===== config.mk =====
export PLATFORM = sky130hd
export DESIGN_NAME = hazard_controller
export DESIGN_NICKNAME = d
export VERILOG_FILES = /design/src/rtl/hazard_controller.sv
export SDC_FILE = /design/constraint.sdc
export NUM_CORES = 1
export LEC_CHECK = 0
export ABC_AREA = 1
export BUFFER_PORTS_ARGS = -buffer_cell sky130_fd_sc_hd__buf_4
export CORE_MARGIN = 1.5
export CORE_UTILIZATION = 51
export DETAILED_ROUTE_END_ITERATION = 6
export PLACE_DENSITY = 0.8
export RECOVER_POWER = 25
export SLEW_MARGIN = 10
export SYNTH_ARGS = -nofsm -noshare
export SYNTH_HDL_FRONTEND = slang
export SYNTH_SLANG_ARGS = --single-unit
export TNS_END_PERCENT = 5

===== constraint.sdc =====
create_clock -name clk -period 2.3 [get_ports clk]
set_clock_uncertainty 0.05 [all_clocks]
set_input_delay 0.46 -clock clk [delete_from_list [all_inputs] [get_ports clk]]
set_output_delay 0.46 -clock clk [all_outputs]
set_load 0.05 [all_outputs]

===== src/rtl/hazard_controller.sv =====
// hazard_controller: load-use / branch-dependency stall sequencer with IF/ID flush
// and a saturating stall-cycle counter for the 5-stage MIPS pipeline.
module hazard_controller #(
  parameter int CNT_W    = 16,
  parameter int LB_STALL = 2
) (
  input  logic             clk,
  input  logic             rst,
  input  logic [4:0]       ID_rs,
  input  logic [4:0]       ID_rt,
  input  logic             ID_UsesRt,
  input  logic             ID_Branch,
  input  logic             ID_BranchTaken,
  input  logic             ID_Jump,
  input  logic             EX_MemRead,
  input  logic             EX_RegWrite,
  input  logic [4:0]       EX_Reg_Write,
  input  logic             MEM_MemRead,
  input  logic [4:0]       MEM_Reg_Write,
  input  logic             mem_busy,
  output logic             PC_Write,
  output logic             IF_ID_Write,
  output logic             IF_ID_Flush,
  output logic             ID_EX_Flush,
  output logic             pipe_freeze,
  output logic [CNT_W-1:0] stall_cycles
);
  typedef enum logic {RUN, STALL} state_t;
  state_t           r_state, w_state_next;
  logic [1:0]       r_rem, w_rem_next;
  logic [CNT_W-1:0] r_cnt;
  logic w_dep_ex, w_dep_mem, w_lb, w_lu, w_ba, w_bm, w_stall, w_redirect;
  assign w_dep_ex  = (EX_Reg_Write != 5'd0) &&
                     ((EX_Reg_Write == ID_rs) || (ID_UsesRt && (EX_Reg_Write == ID_rt)));
  assign w_dep_mem = (MEM_Reg_Write != 5'd0) &&
                     ((MEM_Reg_Write == ID_rs) || (ID_UsesRt && (MEM_Reg_Write == ID_rt)));
  assign w_lb = EX_MemRead && ID_Branch && w_dep_ex;
  assign w_lu = EX_MemRead && !ID_Branch && w_dep_ex;
  assign w_ba = ID_Branch && EX_RegWrite && !EX_MemRead && w_dep_ex;
  assign w_bm = ID_Branch && MEM_MemRead && w_dep_mem;
  // Only LB can need more than one cycle, so priority only matters for its length.
  assign w_stall    = (r_state == STALL) || w_lb || w_lu || w_ba || w_bm;
  assign w_redirect = ID_Jump || (ID_Branch && ID_BranchTaken);
  always_comb begin
    w_state_next = r_state;
    w_rem_next   = r_rem;
    if (r_state == STALL) begin
      w_state_next = (r_rem <= 2'd1) ? RUN : STALL;
      w_rem_next   = (r_rem == 2'd0) ? 2'd0 : r_rem - 2'd1;
    end else if (w_lb && (LB_STALL > 1)) begin
      w_state_next = STALL;
      w_rem_next   = 2'(LB_STALL - 1);
    end
  end
  always_ff @(posedge clk) begin
    if (!rst) begin
      r_state <= RUN;
      r_rem   <= 2'd0;
      r_cnt   <= '0;
    end else if (!mem_busy) begin
      r_state <= w_state_next;
      r_rem   <= w_rem_next;
      if (w_stall && (r_cnt != '1)) r_cnt <= r_cnt + CNT_W'(1);
    end
  end
  assign pipe_freeze  = rst && mem_busy;
  assign PC_Write     = rst && !mem_busy && !w_stall;
  assign IF_ID_Write  = rst && !mem_busy && !w_stall;
  assign ID_EX_Flush  = !rst || (!mem_busy && w_stall);
  assign IF_ID_Flush  = !rst || (!mem_busy && !w_stall && w_redirect);
  assign stall_cycles = r_cnt;
endmodule


# Yosys cells after proc, flatten, opt, wreduce, memory -nomap -nowiden
# Index checks and enable logic that the tools add are counted.
# word_totals
reg_bits,19
input_bits,30
output_inout_bits,21
wordCells,59
# op_classes
addsub,2
magnitude_cmp,1
eq_ne,5
n_mux,6
bitwise_logic,1
reduce_logical,41
# op_table
op,count
$logic_and 1x1->1,21
$eq 5x5->1,4
$add 16x1->16 const B,1
$ne 16x16->1 const B,1
$reduce_bool 5->1,2
$logic_or 1x1->1,9
$mux 2,3
$logic_not 1->1,5
$reduce_and 2->1,2
$mux 1,3
$le 2x1->1 const B,1
$logic_not 2->1,1
$reduce_bool 2->1,1
$sub 2x1->2 const B,1
$not 1->1,1

# Longest topological paths before layout
# Gate-level depths: netlist (run 1).
# logic_depth
ltp_word,13
ltp_mapped,12
mapped_depth_nobuf,12

# Worst setup path before layout (run 1)
# OpenSTA, ideal clock, no wires.
# synth_timing
path_kind,input -> output
startpoint,in ID_rt[0]
endpoint,out PC_Write
arrival_time_ns,2.721
required_ns,1.790
slack_ns,-0.931
cell_stages,10
n_path_buf,2
cell_sequence,inv_1 o21ai_0 nor2_1 nand3_1 nand2_1 nand2_1 nand3_2 buf_4 nor3_1 buf_4
# synth_between
elab_chain_len,11
elab_cells_between_ends,18
cone_classes,eq/ne (2); reduce/logical (16)
# synth_lines
item,line,rtl
from (decl),10,"input logic [4:0] ID_rt,"
$eq 5x5->1,34,((EX_Reg_Write == ID_rs) || (ID_UsesRt && (EX_Reg_Write == ID_rt)));
$logic_and 1x1->1,34,
$logic_or 1x1->1,34,
$logic_and 1x1->1,33,assign w_dep_ex = (EX_Reg_Write != 5'd0) &&
$logic_and 1x1->1,37,assign w_lb = EX_MemRead && ID_Branch && w_dep_ex;
$logic_or 1x1->1 (3 in series),42,assign w_stall = (r_state == STALL) || w_lb || w_lu || w_ba || w_bm;
$logic_or 1x1->1 *,42,
$logic_not 1->1 *,--,
$logic_and 1x1->1 *,--,
to (decl),21,"output logic PC_Write,"
# Every way passes the cells marked *; elsewhere a longest branch is shown, timed or not.

# Final worst setup path (run 1)
# layout_timing
startpoint,in EX_Reg_Write[2]
endpoint,out IF_ID_Flush
# layout_between
elab_chain_len,13
elab_cells_between_ends,17
cone_classes,eq/ne (2); reduce/logical (15)
# layout_lines
item,line,rtl
from (decl),17,"input logic [4:0] EX_Reg_Write,"
$eq 5x5->1,34,
$logic_and 1x1->1,34,
$logic_or 1x1->1,34,
$logic_and 1x1->1 *,33,
$logic_and 1x1->1,37,
$logic_or 1x1->1 (2 in series),42,
$logic_or 1x1->1 * (2 in series),42,
$logic_not 1->1 *,70,assign IF_ID_Flush = !rst || (!mem_busy && !w_stall && w_redirect);
$logic_and 1x1->1 * (2 in series),70,
$logic_or 1x1->1 *,70,
to (decl),23,"output logic IF_ID_Flush,"
# Marks and branches as above.

==> flow_summary.json, run 1 <==
{
  "status": "complete, no violations",
  "die-area_um2": 3460,
  "min_to": "stall_cycles[0]",
  "vias": 1771,
  "postSynthAreaPerCell_um2": 6.14,
  "gp_congestion": 0.972,
  "critical_path.endpoint_type": "output port",
  "grt_start_max_net_pins": 21,
  "wl_per_cell_um": 11.2,
  "port_buffers": 50,
  "grt_antenna_before_repair": 0,
  "rows": 20,
  "hpwl_mm": 2.98,
  "synthCells": 259,
  "rsz0062_at_grt": "false",
  "cts_buffer_depth": 2,
  "core_um2": 3000,
  "hold_depth": 3,
  "critPathLaunchType": "input pin",
  "cts_tree": "done",
  "grt_usage_pct": 23.2,
  "synth_area_leaders": "dfxtp_1 24%, nand2_1 20%, nand4_1 8.3%",
  "nNetsFinal": 342,
  "cts_made_buffers": 3,
  "tightest_slew_ps": 633,
  "final-seq-area_um2": 380,
  "grt_pass1_vias": 1513,
  "placed_area_um2": 2020,
  "slew_headroom_pct": 58.0,
  "critical_path_class": "input pin to output port",
  "finalSetupViolCount": 0,
  "layout_worst_path_cycle_share_pct": 93.3,
  "leakage_nw": 0.905,
  "htreeDepth": 1,
  "ios": 51,
  "n_antenna_cell": 0,
  "vdd_drop_max_uv": 244,
  "clkPwrFrac_pct": 24.8,
  "comb_power_share_pct": 26.8,
  "die_height_um": 58.8,
  "ys_warn_count": 0,
  "synth_top_area_share_pct": 23.9,
  "clkSlewWorstSetupHoldPaths_ps": 100,
  "worstSkewPairLatency_ps": 290,
  "power_density_nw_per_um2": 338,
  "clock_sinks": 19,
  "yosys_register_bits": 19,
  "synth_most_common_cell": "nand2_1",
  "r2r_slack_ps": 370,
  "arrival_ps": 1640,
  "seq_area_frac_synth_pct": 23.9,
  "yosys.area.top_type": "dfxtp_1",
  "fillerInstances": 282,
  "hp-class": "input pin to flip-flop",
  "switching_share_pct": 31.1,
  "power_w": 0.000684,
  "drcViolationCount": 0,
  "multi_input_area_um2": 1070,
  "start_util_pct": 53.0,
  "wirelength_mm": 3.86,
  "cap_violations": 0,
  "synth_common_cells": "86 x nand2_1, 31 x inv_1, 24 x nor2_1",
  "cp.required_ps": 1790,
  "synthArstFlopShare_pct": 0,
  "syn-num-nets": 290,
  "hold_ws_ps": 390,
  "grt_pass1_wl_mm": 6.41,
  "hp-start": "rst",
  "r2r_start": "stall_cycles[1]",
  "slew_violations": 0,
  "netlist_area_um2": 1590,
  "cp_max_fo": 4,
  "ctsHoldBuffers": 0,
  "grt-ovfl-total": 0,
  "cts_setup_buffers": 0,
  "via_per_inst": 5.16,
  "ant_nets": 0,
  "fmax_mhz": 466,
  "ys.flop_type": "dfxtp_1",
  "p_seq_share_pct": 48.4,
  "drt_iter0_drc": 94,
  "drive_gt1_share_pct": 21.9,
  "switchingPower_w": 0.000213,
  "reg2reg_depth": 9,
  "die_x_um": 58.8,
  "firstDrtPassIters": 4,
  "r2r_end": "stall_cycles[10]",
  "p_int_w": 0.000471,
  "cts_root_buf": "clkbuf_4",
  "period_minus_slack_ps": 2150,
  "area_growth_pct": 27.2,
  "synth_edf_count": 0,
  "synth_cell_types": 28,
  "finalSetupTns_ps": 0,
  "design_area_um2": 2020,
  "post_cts_resized": 0,
  "hold_violations": 0
}
[worst max-delay path, stage by stage]
cell and delay (ps):
buf_4 130, nor3_1 220, nand3_1 140, nand3_1 120
nand3_2 140, o31ai_4 200, buf_4 230
[cell type report]
cell class	instances	share of cell area (%)
multi-input cells	200	52.8
repair buffers	55	19.1
flip-flops and latches	19	18.8
inverters	32	5.94
well taps	33	2.04
clock buffers	4	1.30
[state kept, by name, indices dropped and copies added (netlist names)]
register      cells
r_rem             2
stall_cycles     16
r_state           1
[metal layers]
layer	up-vias	GRT usage (%)	routed length, um
met5	-	0	0
met4	0	4.87	29
met3	4	3.08	228
met2	50	40.2	1780
met1	780	30.8	1820
li1	937	-	-
[kinds of logic (layout without fill, tap and decap cells)]
group           after synthesis  count (layout)  share of synthesized area (%)
flops                        19              19                           23.9
compound gates               25              25                           10.5
fa+ha+maj                     1               1                          0.787
buf+inv                      40              91                           10.5
simple gates                157             157                           45.0
xor+xnor                     17              17                           9.36
[placed cells by master, fill, tap and decap left out]
master,Yosys,routed
xnor2_1,6,6
clkinv_1,1,1
nor3_1,5,4
nor3_4,0,1
inv_1,31,31
a21oi_2,9,9
nand3_4,2,2
o211ai_1,1,1
nand4_1,21,21
buf_4,2,48
nand3_2,1,1
nor2_1,24,24
xor2_1,11,11
o31ai_4,0,1
clkbuf_4,0,3
nand2_1,86,86
o21ai_0,3,3
nor2_2,1,1
a21o_1,1,1
nand2_2,1,1
a21oi_1,10,10
nand3b_1,1,1
ha_1,1,1
clkbuf_1,3,8
dfxtp_1,19,19
nor2_4,1,1
nand3_1,14,14
[how the worst max path moves through the flow]
stage,cells past startpoint,startpoint,end
2_1_floorplan,10,ID_rt[0],PC_Write
3_3_place_gp,7,EX_Reg_Write[2],IF_ID_Flush
3_5_place_dp,7,EX_Reg_Write[2],IF_ID_Flush
4_1_cts,7,EX_Reg_Write[2],IF_ID_Flush
5_1_grt,11,EX_Reg_Write[0],IF_ID_Flush
6_report,7,EX_Reg_Write[2],IF_ID_Flush
[power by group through the flow]
stage | clock [W] | combinational, W | sequential [W]
final | 0.000170 | 0.000183 | 0.000331
after global routing | 0.000187 | 0.000201 | 0.000331
after CTS | 0.000174 | 0.000184 | 0.000331
after detailed placement | 0 | 0.000183 | 0.000339
after global placement | 0 | 0.000181 | 0.000339
after floorplan | 0 | 0.000101 | 0.000342
[through the flow]
step,utilization [%],instances,setup WS [ps]
6_report,67.4,343,153
5_1_grt,67.4,343,50.5
4_1_cts,68.3,343,147
3_5_place_dp,67.4,339,144
3_3_place_gp,67.4,339,158
2_1_floorplan,-,259,-195
No activity file was read; power rests on OpenSTA's default activity.
==> inputs of run 2 (changes only) <==
- ABC_AREA: 1 -> not set
- CORE_UTILIZATION: 51 -> 48
- PLACE_DENSITY: 0.8 -> 0.79
==> flow_summary.json, run 2 <==
{
  "cts_buffer_depth": 2,
  "final_cell_mix": "71 x buf_4, 21 x nand2_1, 19 x xnor2_1",
  "dp_cells": 269,
  "worstSkewPairLatency_ps": 310,
  "rows": 18,
  "die_x_um": 54.6,
  "htreeDepth": 1,
  "cp.required_ps": 1790,
  "vdd_drop_max_uv": 349,
  "grt_usage_pct": 28.7,
  "critical_path_class": "input pin to output port",
  "synth_area_leaders": "dfxtp_1 30%, xnor2_1 14%, mux2i_1 7.1%",
  "synth_cell_types": 35,
  "period_minus_slack_ps": 2590,
  "ys_warn_count": 0,
  "drcViolationCount": 0,
  "slowest_stage": "or4_4",
  "cp_max_fo": 3,
  "use_met3_pct": 4.37,
  "nNetsFinal": 277,
  "grt-busiest-layer": "met2",
  "final_common_cell": "buf_4",
  "cts_root_buf": "clkbuf_4",
  "pre_cts_slack_ps": -383,
  "area_growth_pct": 58.8,
  "yosys.area.top_type": "dfxtp_1",
  "comb_power_share_pct": 29.4,
  "wirelength_mm": 3.99,
  "fmax_mhz": 386,
  "clkPwrFrac_pct": 24.5,
  "gp_congestion": 0.906,
  "status": "complete, but fails checks",
  "synthArstFlopShare_pct": 0,
  "p_int_w": 0.000504,
  "yosys_register_bits": 19,
  "tightest_slew_ps": 632,
  "wl_per_cell_um": 14.5,
  "synthCells": 162,
  "hp-class": "flip-flop to flip-flop",
  "grt-ovfl-total": 0,
  "clkSlewWorstSetupHoldPaths_ps": 110,
  "layout_worst_path_cycle_share_pct": 113,
  "syn-num-nets": 193,
  "ios": 51,
  "netlist_area_um2": 1280,
  "switchingPower_w": 0.000213,
  "vias": 1532,
  "power_density_nw_per_um2": 354,
  "port_buffers": 50,
  "largest_reg_flops": 16,
  "crit_chain": "buf_6 > or4_4 > o211ai_1 > or2b_1 > o211ai_1 > buf_4 > o31ai_4 > buf_6",
  "grt_antenna_before_repair": 0,
  "finalWorstSetupSlack_ps": -291,
  "synth_edf_count": 0,
  "cts_tree": "done",
  "hold_violations": 0,
  "critPathLaunchType": "input pin",
  "seq_area_frac_synth_pct": 29.8,
  "synth_common_cells": "21 x nand2_1, 21 x xnor2_1, 19 x dfxtp_1",
  "drt_iter0_drc": 44,
  "ant_nets": 0,
  "slew_violations": 0,
  "postSynthAreaPerCell_um2": 7.88,
  "grt_pass1_vias": 1463,
  "path_buf_inv": 3,
  "clock_sinks": 19,
  "start_util_pct": 51.1,
  "violations": "negative setup slack",
  "grt_start_max_net_pins": 22,
  "die-area_um2": 2980,
  "ys.flop_type": "dfxtp_1",
  "core_um2": 2500,
  "switching_share_pct": 29.7,
  "firstDrtPassIters": 4,
  "die_height_um": 54.6,
  "cts_made_buffers": 3,
  "stdcell_count": 275,
  "crit_family": "simple AND/OR/NAND/NOR gates",
  "arrival_ps": 2080,
  "rsz0062_at_grt": "true",
  "via_per_inst": 5.57,
  "cap_violations": 0,
  "grt_pass1_wl_mm": 6.09,
  "drive_gt1_share_pct": 39.2,
  "final_core_util_pct": 81.1,
  "use_met2_pct": 55.0,
  "n_antenna_cell": 0,
  "slew_headroom_pct": 58.0,
  "p_seq_share_pct": 46.1,
  "finalSetupViolCount": 4,
  "cpPeakStageDelay_ps": 520,
  "hpwl_mm": 3.04,
  "ctsHoldBuffers": 0,
  "leakage_nw": 0.866,
  "critical_path.endpoint_type": "output port",
  "grt_use_met1_pct": 30.4,
  "synth_top_area_share_pct": 29.8
}
run 2: changes by cell type after synthesis, moves of 9 or more:
| cell | delta |
|---|---|
| nand2b_1 | +9 |
| nand2_1 | -65 |
| nor2_1 | -16 |
| a21oi_2 | -9 |
| mux2i_1 | +9 |
| xnor2_1 | +15 |
| nand4_1 | -10 |
| inv_1 | -27 |
| xor2_1 | -9 |
run 2: routing by layer:
layer	up-vias	wire [um]
met5	-	0
met4	0	85
met3	9	183
met2	57	2180
met1	724	1550
li1	742	-
run 2: worst reg2reg max path, cell delays in order, from the launching register on:
cell and delay, ps:
dfxtp_1 410, nand4_1 190, nor4_2 310, buf_4 180, nor3_1 40, a31oi_1 240
buf_4 170, nand2_1 100, buf_4 160, nand4_1 110, mux2i_1 210
run 2: what timing repair did:
| item | 4_1_cts | 5_1_grt |
|---|---|---|
| endpoints found under the hold margin | 0 | 0 |
| resized for setup | 8 | 9 |
| pin swaps | 2 | 7 |
| setup buffers | 0 | 2 |
| setup endpoints to repair | 4 | 14 |
run 2: final timing paths:
kind                          from               end  slack (ps)  cells past startpoint
setup / recovery  MEM_Reg_Write[2]       IF_ID_Flush        -290                      8
hold / removal            r_rem[1]          r_rem[1]         420                      2
setup reg to reg  stall_cycles[10]  stall_cycles[14]          80                     10
hold reg to reg           r_rem[1]          r_rem[1]         420                      2
run 2: layout make-up:
cell class,count,area [um^2]
Multi-Input combinational cell,132,922
Timing Repair Buffer,86,642
Fill cell,174,473
Sequential cell,19,383
Tap cell,30,37.5
Clock buffer,3,22.5
Inverter,4,15.0
Clock inverter,1,5.00
run 2: power groups by stage:
stage                     sequential (W)  combinational, W  clock, W
after floorplan                 0.000341         0.0000916         0
after global placement          0.000338          0.000186         0
after detailed placement        0.000338          0.000191         0
after CTS                       0.000331          0.000199  0.000173
after global routing            0.000331          0.000226  0.000187
final                           0.000331          0.000211  0.000176
run 2: stage by stage:
| step | hold WS (ps) | TNS (ps) | total power (W) | cell area, um^2 |
|---|---|---|---|---|
| 2_1_floorplan | 378 | -3040 | 0.000432 | 1310 |
| 3_3_place_gp | 391 | -2390 | 0.000524 | 1940 |
| 3_5_place_dp | 405 | -3570 | 0.000529 | 1940 |
| 4_1_cts | 423 | -1170 | 0.000703 | 2000 |
| 5_1_grt | 448 | -1540 | 0.000744 | 2030 |
| 6_report | 420 | -1090 | 0.000717 | 2030 |
run 2: logic make-up after synthesis:
group	Yosys count	share of synthesized area, %
flops	19	29.8
mux	9	7.06
simple gates	74	31.0
fa+ha+maj	1	0.980
buf+inv	11	3.63
xor+xnor	23	15.8
compound gates	25	11.8
==> inputs of run 3 (changes only) <==
- GPL_ROUTABILITY_DRIVEN: not set -> 0
- REMOVE_ABC_BUFFERS: not set -> 1
==> flow_summary.json, run 3 (synthesis results as in run 2) <==
{
  "clock_sinks": 19,
  "ios": 51,
  "worstSetupStartpoint": "MEM_Reg_Write[2]",
  "final_core_util_pct": 79.7,
  "crit_chain": "buf_6 > or4_4 > o211ai_1 > or2b_1 > o211ai_1 > o31ai_1 > buf_4",
  "p_int_w": 0.000499,
  "cp_max_fo": 3,
  "status": "complete, but fails checks",
  "firstDrtPassIters": 4,
  "hold_violations": 0,
  "final_common_cell": "buf_4",
  "cts_root_buf": "clkbuf_4",
  "layout_worst_path_cycle_share_pct": 111,
  "power_w": 0.000708,
  "cp.required_ps": 1790,
  "cpPeakStageDelay_ps": 530,
  "cap_violations": 0,
  "finalSetupViolCount": 12,
  "nNetsFinal": 272,
  "violations": "negative setup slack",
  "ant_nets": 0,
  "slew_violations": 0,
  "r2r_slack_ps": -30,
  "period_minus_slack_ps": 2560,
  "leakage_nw": 0.841,
  "critical_path_class": "input pin to output port",
  "area_growth_pct": 56.1,
  "pre_cts_slack_ps": -276,
  "p_seq_share_pct": 46.7,
  "clkSlewWorstSetupHoldPaths_ps": 110,
  "port_buffers": 50,
  "cts_made_buffers": 3,
  "start_util_pct": 51.1,
  "clkPwrFrac_pct": 24.3,
  "slowest_stage": "or4_4",
  "drcViolationCount": 0,
  "largest_reg_flops": 16,
  "power_density_nw_per_um2": 355,
  "grt_pass1_vias": 1454,
  "final_cell_mix": "67 x buf_4, 21 x xnor2_1, 20 x nand2_1",
  "hp-class": "input pin to flip-flop",
  "rows": 18,
  "rsz0062_at_grt": "true",
  "final-seq-area_um2": 380,
  "crit_end": "IF_ID_Flush",
  "hold_depth": 3,
  "critical_path.endpoint_type": "output port",
  "switchingPower_w": 0.000209,
  "via_per_inst": 5.67,
  "cts_buffer_depth": 2,
  "reg2reg_depth": 8,
  "hpwl_mm": 2.96,
  "grt_pass1_wl_mm": 5.98,
  "ctsHoldBuffers": 0,
  "cts_tree": "done",
  "comb_power_share_pct": 29.0,
  "die-area_um2": 2980,
  "grt-ovfl-total": 0,
  "switching_share_pct": 29.5,
  "drt_iter0_drc": 40,
  "grt_start_max_net_pins": 22,
  "r2r_end": "stall_cycles[8]",
  "finalWorstSetupSlack_ps": -256,
  "drive_gt1_share_pct": 38.8,
  "arrival_ps": 2050,
  "die_height_um": 54.6,
  "r2r_start": "stall_cycles[0]",
  "n_antenna_cell": 0,
  "core_um2": 2500,
  "vias": 1532,
  "slew_headroom_pct": 59.4,
  "worstSkewPairLatency_ps": 300,
  "grt_usage_pct": 27.7,
  "htreeDepth": 1,
  "die_x_um": 54.6,
  "tightest_slew_ps": 611,
  "vdd_drop_max_uv": 368,
  "critPathLaunchType": "input pin",
  "multi_input_area_um2": 916,
  "finalSetupTns_ps": -1230,
  "wl_per_cell_um": 15.0,
  "crit_top_cell": "o211ai_1",
  "fmax_mhz": 391,
  "fillerInstances": 167,
  "grt_antenna_before_repair": 0,
  "wirelength_mm": 4.05
}
run 3: power groups by stage:
stage               clock [W]  combinational (W)  sequential, W
finish               0.000172           0.000206       0.000331
global route         0.000186           0.000217       0.000331
CTS                  0.000174           0.000195       0.000331
detailed placement          0           0.000182       0.000338
global placement            0           0.000176       0.000338
floorplan                   0          0.0000768       0.000341
run 3: through the flow:
| stage | std cells | hold slack (ps) | area (um^2) |
|---|---|---|---|
| final | 270 | 422 | 1990 |
| after global routing | 270 | 436 | 1990 |
| after CTS | 269 | 412 | 1950 |
| after detailed placement | 262 | 429 | 1860 |
| after global placement | 262 | 389 | 1860 |
| after floorplan | 155 | 379 | 1240 |
run 3: worst max-delay path: cells and delay by family:
| family | cells | cell delay (ps) |
|---|---|---|
| buf+inv | 2 | 320 |
| compound gates | 3 | 580 |
| simple gates | 2 | 680 |
run 3: how the worst min path moves through the flow:
stage | from | endpoint | slack (ps)
after floorplan | r_rem[1] | r_rem[1] | 380
after global placement | r_rem[1] | r_rem[1] | 390
after detailed placement | r_rem[1] | r_rem[1] | 430
after CTS | mem_busy | r_state | 410
after global routing | mem_busy | r_state | 440
final | mem_busy | r_state | 420
run 3: layout make-up:
| cell class | count | area share (%) |
|---|---|---|
| repair buffers | 81 | 30.9 |
| inverters | 4 | 0.754 |
| flip-flops and latches | 19 | 19.1 |
| clock inverters | 1 | 0.251 |
| multi-input cells | 132 | 46.0 |
| clock buffers | 3 | 1.13 |
| well taps | 30 | 1.88 |
run 3: layer usage:
| layer | up-vias | GRT usage, % | wire length (um) |
|---|---|---|---|
| li1 | 733 | - | - |
| met1 | 712 | 31.8 | 1560 |
| met2 | 75 | 50.8 | 2180 |
| met3 | 12 | 3.28 | 208 |
| met4 | 0 | 12.5 | 102 |
| met5 | - | 0 | 0 |
run 3: repair_timing:
| item | 4_1_cts | 5_1_grt |
|---|---|---|
| gates resized for setup | 9 | 16 |
| gates cloned | 0 | 0 |
| setup endpoints to repair | 4 | 20 |
| buffers inserted | 3 | 1 |
| pin swaps | 7 | 6 |
